## config.mk

```make
export PLATFORM = sky130hd
export DESIGN_NAME = alu_share_arbiter
export DESIGN_NICKNAME = d
export VERILOG_FILES = /design/src/rtl/alu_ctrl_pkg.sv /design/src/rtl/alu_share_arbiter_rr.sv /design/src/rtl/alu_share_arbiter.sv
export SDC_FILE = /design/constraint.sdc
export NUM_CORES = 1
export LEC_CHECK = 0
export BUFFER_PORTS_ARGS = -buffer_cell sky130_fd_sc_hd__buf_2
export CAP_MARGIN = 10
export CELL_PAD_IN_SITES_DETAIL_PLACEMENT = 1
export CELL_PAD_IN_SITES_GLOBAL_PLACEMENT = 2
export CORE_MARGIN = 2
export CORE_UTILIZATION = 29
export CTS_BUF_LIST = sky130_fd_sc_hd__clkbuf_2
export DETAILED_ROUTE_END_ITERATION = 7
export MAX_ROUTING_LAYER = met4
export PLACE_DENSITY_LB_ADDON = 0.12
export SLEW_MARGIN = 10
export SYNTH_ARGS = -nofsm -noshare
export SYNTH_HDL_FRONTEND = slang
export SYNTH_HIERARCHICAL = 1
export SYNTH_SLANG_ARGS = --single-unit
export TNS_END_PERCENT = 20
```

## constraint.sdc

```tcl
create_clock -name clk_i -period 1.8 [get_ports clk_i]
set_clock_uncertainty 0.1 [all_clocks]
set_input_delay 0.27 -clock clk_i [delete_from_list [all_inputs] [get_ports clk_i]]
set_output_delay 0.27 -clock clk_i [all_outputs]
set_load 0.02 [all_outputs]
```

## src/rtl/alu_ctrl_pkg.sv

```systemverilog
// Shared definitions for the ALU control slice: arbiter FSM states and
// alu_mux op-select width/codes (also used by alu_top).
package alu_ctrl_pkg;

  localparam int unsigned ALU_OP_WIDTH = 3;

  typedef enum logic [1:0] {
    IDLE,
    EXEC,
    RESP
  } arb_state_e;

  localparam logic [ALU_OP_WIDTH-1:0] OP_ADD = 3'd0;
  localparam logic [ALU_OP_WIDTH-1:0] OP_SUB = 3'd1;
  localparam logic [ALU_OP_WIDTH-1:0] OP_MUL = 3'd2;
  localparam logic [ALU_OP_WIDTH-1:0] OP_AND = 3'd3;
  localparam logic [ALU_OP_WIDTH-1:0] OP_OR  = 3'd4;
  localparam logic [ALU_OP_WIDTH-1:0] OP_XOR = 3'd5;

endpackage

```

## src/rtl/alu_share_arbiter_rr.sv

```systemverilog
// Two-way round-robin grant: a lone requester wins outright, a tie goes to
// the requester that was not granted last.
module rr_arbiter2 (
  input  logic [1:0] valid_i,
  input  logic       last_grant_i,
  output logic [1:0] grant_o
);

  always_comb begin
    grant_o = '0;
    case (valid_i)
      2'b01:   grant_o = 2'b01;
      2'b10:   grant_o = 2'b10;
      2'b11:   grant_o = last_grant_i ? 2'b01 : 2'b10;
      default: grant_o = '0;
    endcase
  end

endmodule

```

## src/rtl/alu_share_arbiter.sv

```systemverilog
// Shares one combinational alu_mux between two valid/ready requesters:
// registers the winning operands, waits ALU_LATENCY cycles, returns the result.
module alu_share_arbiter
  import alu_ctrl_pkg::*;
#(
  parameter int WIDTH       = 8,
  parameter int OP_WIDTH    = ALU_OP_WIDTH,
  parameter int ALU_LATENCY = 1,
  parameter int CNT_WIDTH   = 16
) (
  input  logic                     clk_i,
  input  logic                     reset_ni,
  input  logic [1:0]               req_valid_i,
  output logic [1:0]               req_ready_o,
  input  logic [1:0][WIDTH-1:0]    req_a_i,
  input  logic [1:0][WIDTH-1:0]    req_b_i,
  input  logic [1:0][OP_WIDTH-1:0] req_op_i,
  output logic [1:0]               rsp_valid_o,
  input  logic [1:0]               rsp_ready_i,
  output logic [2*WIDTH-1:0]       rsp_data_o,
  output logic [WIDTH-1:0]         alu_num1_o,
  output logic [WIDTH-1:0]         alu_num2_o,
  output logic [OP_WIDTH-1:0]      alu_op_o,
  input  logic [2*WIDTH-1:0]       alu_result_i,
  output logic                     busy_o,
  output logic [CNT_WIDTH-1:0]     ops_done_o
);

  if (ALU_LATENCY < 1) begin : g_bad_latency
    $error("alu_share_arbiter: ALU_LATENCY must be >= 1");
  end

  localparam int SET_W = (ALU_LATENCY > 1) ? $clog2(ALU_LATENCY) : 1;
  localparam logic [SET_W-1:0] SETTLE_INIT = SET_W'(ALU_LATENCY - 1);

  arb_state_e       state_q, state_d;
  logic [1:0]       grant;
  logic             g_q;
  logic             last_grant_q;
  logic [SET_W-1:0] settle_q;
  logic             accept, capture, complete;

  rr_arbiter2 u_rr (
    .valid_i      (req_valid_i),
    .last_grant_i (last_grant_q),
    .grant_o      (grant)
  );

  always_ff @(posedge clk_i or negedge reset_ni) begin
    if (!reset_ni) state_q <= IDLE;
    else           state_q <= state_d;
  end

  always_comb begin
    state_d     = state_q;
    req_ready_o = '0;
    rsp_valid_o = '0;
    accept      = 1'b0;
    capture     = 1'b0;
    complete    = 1'b0;
    case (state_q)
      IDLE: begin
        // grant is only non-zero for a valid requester, so ready implies a handshake
        req_ready_o = grant;
        accept      = |grant;
        if (accept) state_d = EXEC;
      end
      EXEC: begin
        if (settle_q == '0) begin
          capture = 1'b1;
          state_d = RESP;
        end
      end
      RESP: begin
        rsp_valid_o = g_q ? 2'b10 : 2'b01;
        if (rsp_ready_i[g_q]) begin
          complete = 1'b1;
          state_d  = IDLE;
        end
      end
      default: state_d = IDLE;
    endcase
  end

  always_ff @(posedge clk_i or negedge reset_ni) begin
    if (!reset_ni) begin
      alu_num1_o   <= '0;
      alu_num2_o   <= '0;
      alu_op_o     <= '0;
      g_q          <= 1'b0;
      settle_q     <= '0;
      rsp_data_o   <= '0;
      last_grant_q <= 1'b1;
      ops_done_o   <= '0;
    end else begin
      if (accept) begin
        alu_num1_o <= req_a_i[grant[1]];
        alu_num2_o <= req_b_i[grant[1]];
        alu_op_o   <= req_op_i[grant[1]];
        g_q        <= grant[1];
        settle_q   <= SETTLE_INIT;
      end else if (state_q == EXEC && settle_q != '0) begin
        settle_q <= settle_q - SET_W'(1);
      end
      if (capture) rsp_data_o <= alu_result_i;
      if (complete) begin
        last_grant_q <= g_q;
        ops_done_o   <= ops_done_o + CNT_WIDTH'(1);
      end
    end
  end

  assign busy_o = (state_q != IDLE);

endmodule

```

# Word level (Yosys, flattened, before mapping)
# Cells that the tools add are included.
# op_classes
n_addsub	2
order_cmp	2
eq_ne	8
muxes	24
n_reduce_logical	6
# ops
op	n
$mux W8	4
$add A16 B1 Y16 const B	1
$mux W2	7
$pmux W2 S3	2
$mux W1	9
$eq A2 B2 Y1 const B	3
$mux W3	2
$ne A2 B2 Y1 const B	3
$eq A2 B1 Y1 const B	2
$lt A1 B2 Y1 const B	2
$reduce_bool A2 Y1	2
$reduce_and A3 Y1	1
$logic_not A2 Y1	1
$reduce_or A2 Y1	1
$logic_and A1 B1 Y1	1
$sub A1 B1 Y1 const B	1
# word_totals
reg_bits	56
out_inout_bits	56

# Longest topological paths before layout
# logic_depth
depth_word	5
ltp_mapped	6

# Hierarchy
# Netlist, hierarchy kept.
# by_module_without_submodules
module	n_inst	cells_each	area_per_inst_um2	seq_area_each_um2
alu_share_arbiter	1	205	2438.6	1402.6
rr_arbiter2	1	3	18.8	0.0

# Least setup slack after synthesis
# Ideal clock, no wire load.
# synth_timing
path_kind	register to register
from	reg state_q[1]
to	reg rsp_data_o[10]
setup_ps	125
t_arrival_ps	1344
path_slack_ps	231
stages_incl_launch_ff	5
n_path_buf	1
synth_period_minus_slack_ps	1569
cell_sequence	dfrtp_1 nand2b_1 nor2_2 buf_4 mux2_2
# synth_via
elab_chain_len	2
# synth_rtl
element	line	source
start: declaration	alu_share_arbiter.sv:36	arb_state_e state_q, state_d;
start signal: assignment	alu_share_arbiter.sv:51	else state_q <= state_d;
$eq A2 B1 Y1	alu_share_arbiter.sv:61	case (state_q)
$mux W1	alu_share_arbiter.sv:61	
end signal: assignment	alu_share_arbiter.sv:105	if (capture) rsp_data_o <= alu_result_i;
end: declaration	alu_share_arbiter.sv:20	output logic [2*WIDTH-1:0] rsp_data_o,
# Every way passes these cells.
# A chain may end at the register's enable or synchronous reset.

# Final worst setup path
# layout_timing
from	reg last_grant_q
to	out req_ready_o[0]
# layout_via
elab_chain_len	3
# layout_rtl
element	line	source
start: declaration	alu_share_arbiter.sv:39	logic last_grant_q;
start signal: assignment	alu_share_arbiter.sv:107	last_grant_q <= g_q;
$mux W2	alu_share_arbiter_rr.sv:14	2'b11: grant_o = last_grant_i ? 2'b01 : 2'b10;
$pmux W2 S3	alu_share_arbiter_rr.sv:11	case (valid_i)
net grant[0]	alu_share_arbiter.sv:37	logic [1:0] grant;
$mux W2	alu_share_arbiter.sv:61	
end: declaration	alu_share_arbiter.sv:14	output logic [1:0] req_ready_o,
# The timed path passes the listed nets, and every way through them passes these cells.

==> impl_results.md <==
* Status: finished, violations left
* Failing checks: setup timing
* TritonCTS clock tree: built
* CP max stage cell: dfstp_2
* Worst r2r src: last_grant_q
* Post-route DRC at 0
* CP peak stage delay at 0.63 ns
* Clock network fraction of design power at 11.8%
* Final slew viol count at 0
* CP endpoint kind: primary output
* Hold path start: req_op_i[1]
* Top achievable clock speed at 528 MHz
* Filler Cell Count at 961
* Initial DRC count at 33
* Final setup margin at -0.0926 ns
* Avg WL per Cell at 13.8 um
* Worst skew pair latency at 0.44 ns
* Post-synth top flop: dfrtp_1
* Unrepaired setup endpoints after global routing: yes
* Reg2Reg Depth at 9
* Post-DR vias/cell at 4.49
* CP endpoint: req_ready_o[0]
* Final net count at 448
* Total track usage at 15.8%
* Initial antenna violation count at 0
* R2R setup slack at -0.04 ns
* Final worst-path cycle share at 105%
* Syn Area/Cell at 11.8 sq um
* Placement Setup Slack at 0.231 ns
* Vias in the first global route at 2353
* Commonest non-fill, non-tap cell in the layout: buf_2
* Yosys Warn Count at 6
* Peak fanout along the critical path at 3
* Critical path arrival at 1.52 ns
* Post-DP HPWL at 4.64 mm
* Slew HR at 66.6%
* Area growth syn-to-layout at 57.6%
* Finish-stage setup viols at 4
* Slew @ Worst Pin at 0.501 ns
* Leakage power at 1.91 nW
* Initial core utilization at 29.9%
* Post-Layout Cell Count at 493
* Die Ht at 96.1 um
* CP startpoint: last_grant_q
* Critical path type: flip-flop to primary output
* Post-synth EDFFs at 0
* IO Count at 116
* Number of CTS-inserted buffers at 5
* Max-cap violations at 0
* H-tree depth at 2
* Peak supply drop at 0.532 mV
* Critical path buffers and inverters at 3
* Most frequent cells in the layout: buf_2 (112), dfrtp_1 (54), dlygate4sd3_1 (50)
* Die Area at 9230 sq um
* P_int at 3.12 mW
* CP Depth at 5
* Hold path cells at 3
* Final Critical Period at 1.89 ns
* Multi-input logic area at 1010 sq um
* Worst r2r dst: g_q
* Layout cell share with drive strength beyond 1 at 42.8%
* Syn Std Cell Area at 2460 sq um
* Total power at 5.31 mW
* Vias at 2216
* Cell Pwr Density at 1370 nW/um^2
* Wirelength, routed at 6.80 mm
* First-pass GRT wire length at 10.9 mm
* Worst EP required at 1.43 ns
* Comb power frac at 49.5%
* Largest net degree at the start of global routing at 23
* Final Hold Fails at 0
* Most frequent CP cell: inv_2
* Pre-antenna DRT Iters at 4
* Hold crit path type: primary input to flip-flop
* Ant diodes at 0
* Seq/Total Area, Yosys at 57.1%
* Clock Sink Count at 56
* Register bit count reported by yosys at 56
* Congestion Overflow GR at 0
* Core ar. at 8220 sq um
* Die Width at 96.1 um
* Clock transition at the registers of the reported paths at 0.29 ns
* Placer Congestion at 0.737
* Root buf cell: clkbuf_2
* Layer with the highest usage: met2
* Psw at 2.19 mW
* Switching Fraction at 41.2%
* Clk buf depth at 2
* CP top delay family: flip-flops
* Part of the power in registers at 38.7%
* Crit-path cells: inv_2, a21boi_2, nand2_2, inv_2, buf_6
* Reg area at 1400 sq um
* Dpl cells at 428
* ANT nets after route at 0
* Synth async-reset ratio at 100%
* # rows at 33
* Mapped Cells at 208
* Grt met3 use at 3.60%
* Met2 Track Usage GR at 26.3%
* Port Buffer Count at 115
* Crit path launch type: flip-flop
* GRT met1 Usage at 19.7%
* Syn_nets at 269
* Netlist cell types at 35
-- metrics by stage --
stage	setup TNS [ns]	util (%)	area [sq um]	hold WS (ns)
6_report	-0.207	47.1	3870	0.0152
5_1_grt	-0.635	47.1	3870	0.00330
4_1_cts	-0.244	47.0	3860	0.00682
3_5_place_dp	0	39.2	3220	0.166
3_3_place_gp	0	39.2	3220	0.160
2_1_floorplan	0	-	2460	-0.126
-- flip-flops by register name, indices dropped and copies added (netlist names) --
register / cells
state_q: 2
alu_op_o: 3
settle_q: 1
last_grant_q: 1
ops_done_o: 16
rsp_data_o: 16
alu_num1_o: 8
alu_num2_o: 8
g_q: 1
-- per-layer routing --
metal / vias to the layer above / part of all wire (%)
li1: 1075 / -
met1: 1062 / 43
met2: 73 / 50
met3: 6 / 5.5
met4: 0 / 0.93
met5: - / 0
-- kinds of logic after synthesis --
family	after synthesis	synth area share [%]
multiplexers	36	15.7
adder cells (fa/ha/maj)	1	0.509
AND/OR/NAND/NOR	60	12.9
buffers and inverters	14	2.50
AO/OA/AOI/OAI	26	6.01
flip-flops	56	57.1
XOR/XNOR	15	5.35
-- synth_stat cells, types with 2 or more instances --
cell type | count | area (sq um)
a21oi_1 | 19 | 95.1
nand3_1 | 2 | 10.0
inv_1 | 7 | 26.3
mux2i_1 | 19 | 190
xnor2_1 | 7 | 61.3
buf_2 | 4 | 20.0
and4_1 | 2 | 17.5
xor2_1 | 8 | 70.1
nand2b_1 | 2 | 12.5
and2_1 | 3 | 18.8
clkbuf_1 | 2 | 7.51
dfrtp_1 | 55 | 1380
mux2_2 | 16 | 180
nand2_1 | 11 | 41.3
nor2_1 | 25 | 93.8
nand4_1 | 2 | 12.5
nor3_1 | 6 | 30.0
-- power by group through the flow --
| stage | Sequential (mW) | Combinational, mW | Clock, mW |
|---|---|---|---|
| 2_1_floorplan | 2.59 | 1.04 | 0 |
| 3_5_place_dp | 2.07 | 2.46 | 0 |
| 6_report | 2.05 | 2.63 | 0.626 |
| 4_1_cts | 2.05 | 2.65 | 0.662 |
| 3_3_place_gp | 2.06 | 2.41 | 0 |
| 5_1_grt | 2.13 | 2.87 | 0.700 |
-- layout make-up --
cell class	count	area share [%]
sequential	56	36.3
tap	105	3.39
multi-input combinational	138	26.2
clock inverter	3	0.969
inverter	7	0.679
timing repair buffer	179	31.9
clock buffer	5	0.646
-- what timing repair did --
action	in CTS	in global routing
pin swaps	1	1
gates resized for setup	10	4
endpoints found under the setup margin	4	6
hold buffers	50	0
hold endpoints to repair	67	0
buffers inserted	7	0
-- how the worst min path moves through the flow --
stage / to
2_1_floorplan: alu_num1_o[0]
3_3_place_gp: rsp_data_o[11]
3_5_place_dp: rsp_data_o[11]
4_1_cts: alu_op_o[1]
5_1_grt: alu_op_o[1]
6_report: alu_op_o[1]
-- worst reg2reg max path, stage by stage, from the launching register on --
cell	delay [ns]
dfstp_2	0.63
inv_2	0.04
a21boi_2	0.15
nand2_2	0.08
buf_4	0.14
buf_4	0.12
buf_4	0.12
buf_4	0.12
buf_4	0.12
a21o_1	0.16
Power figures use the tool's default switching activity.
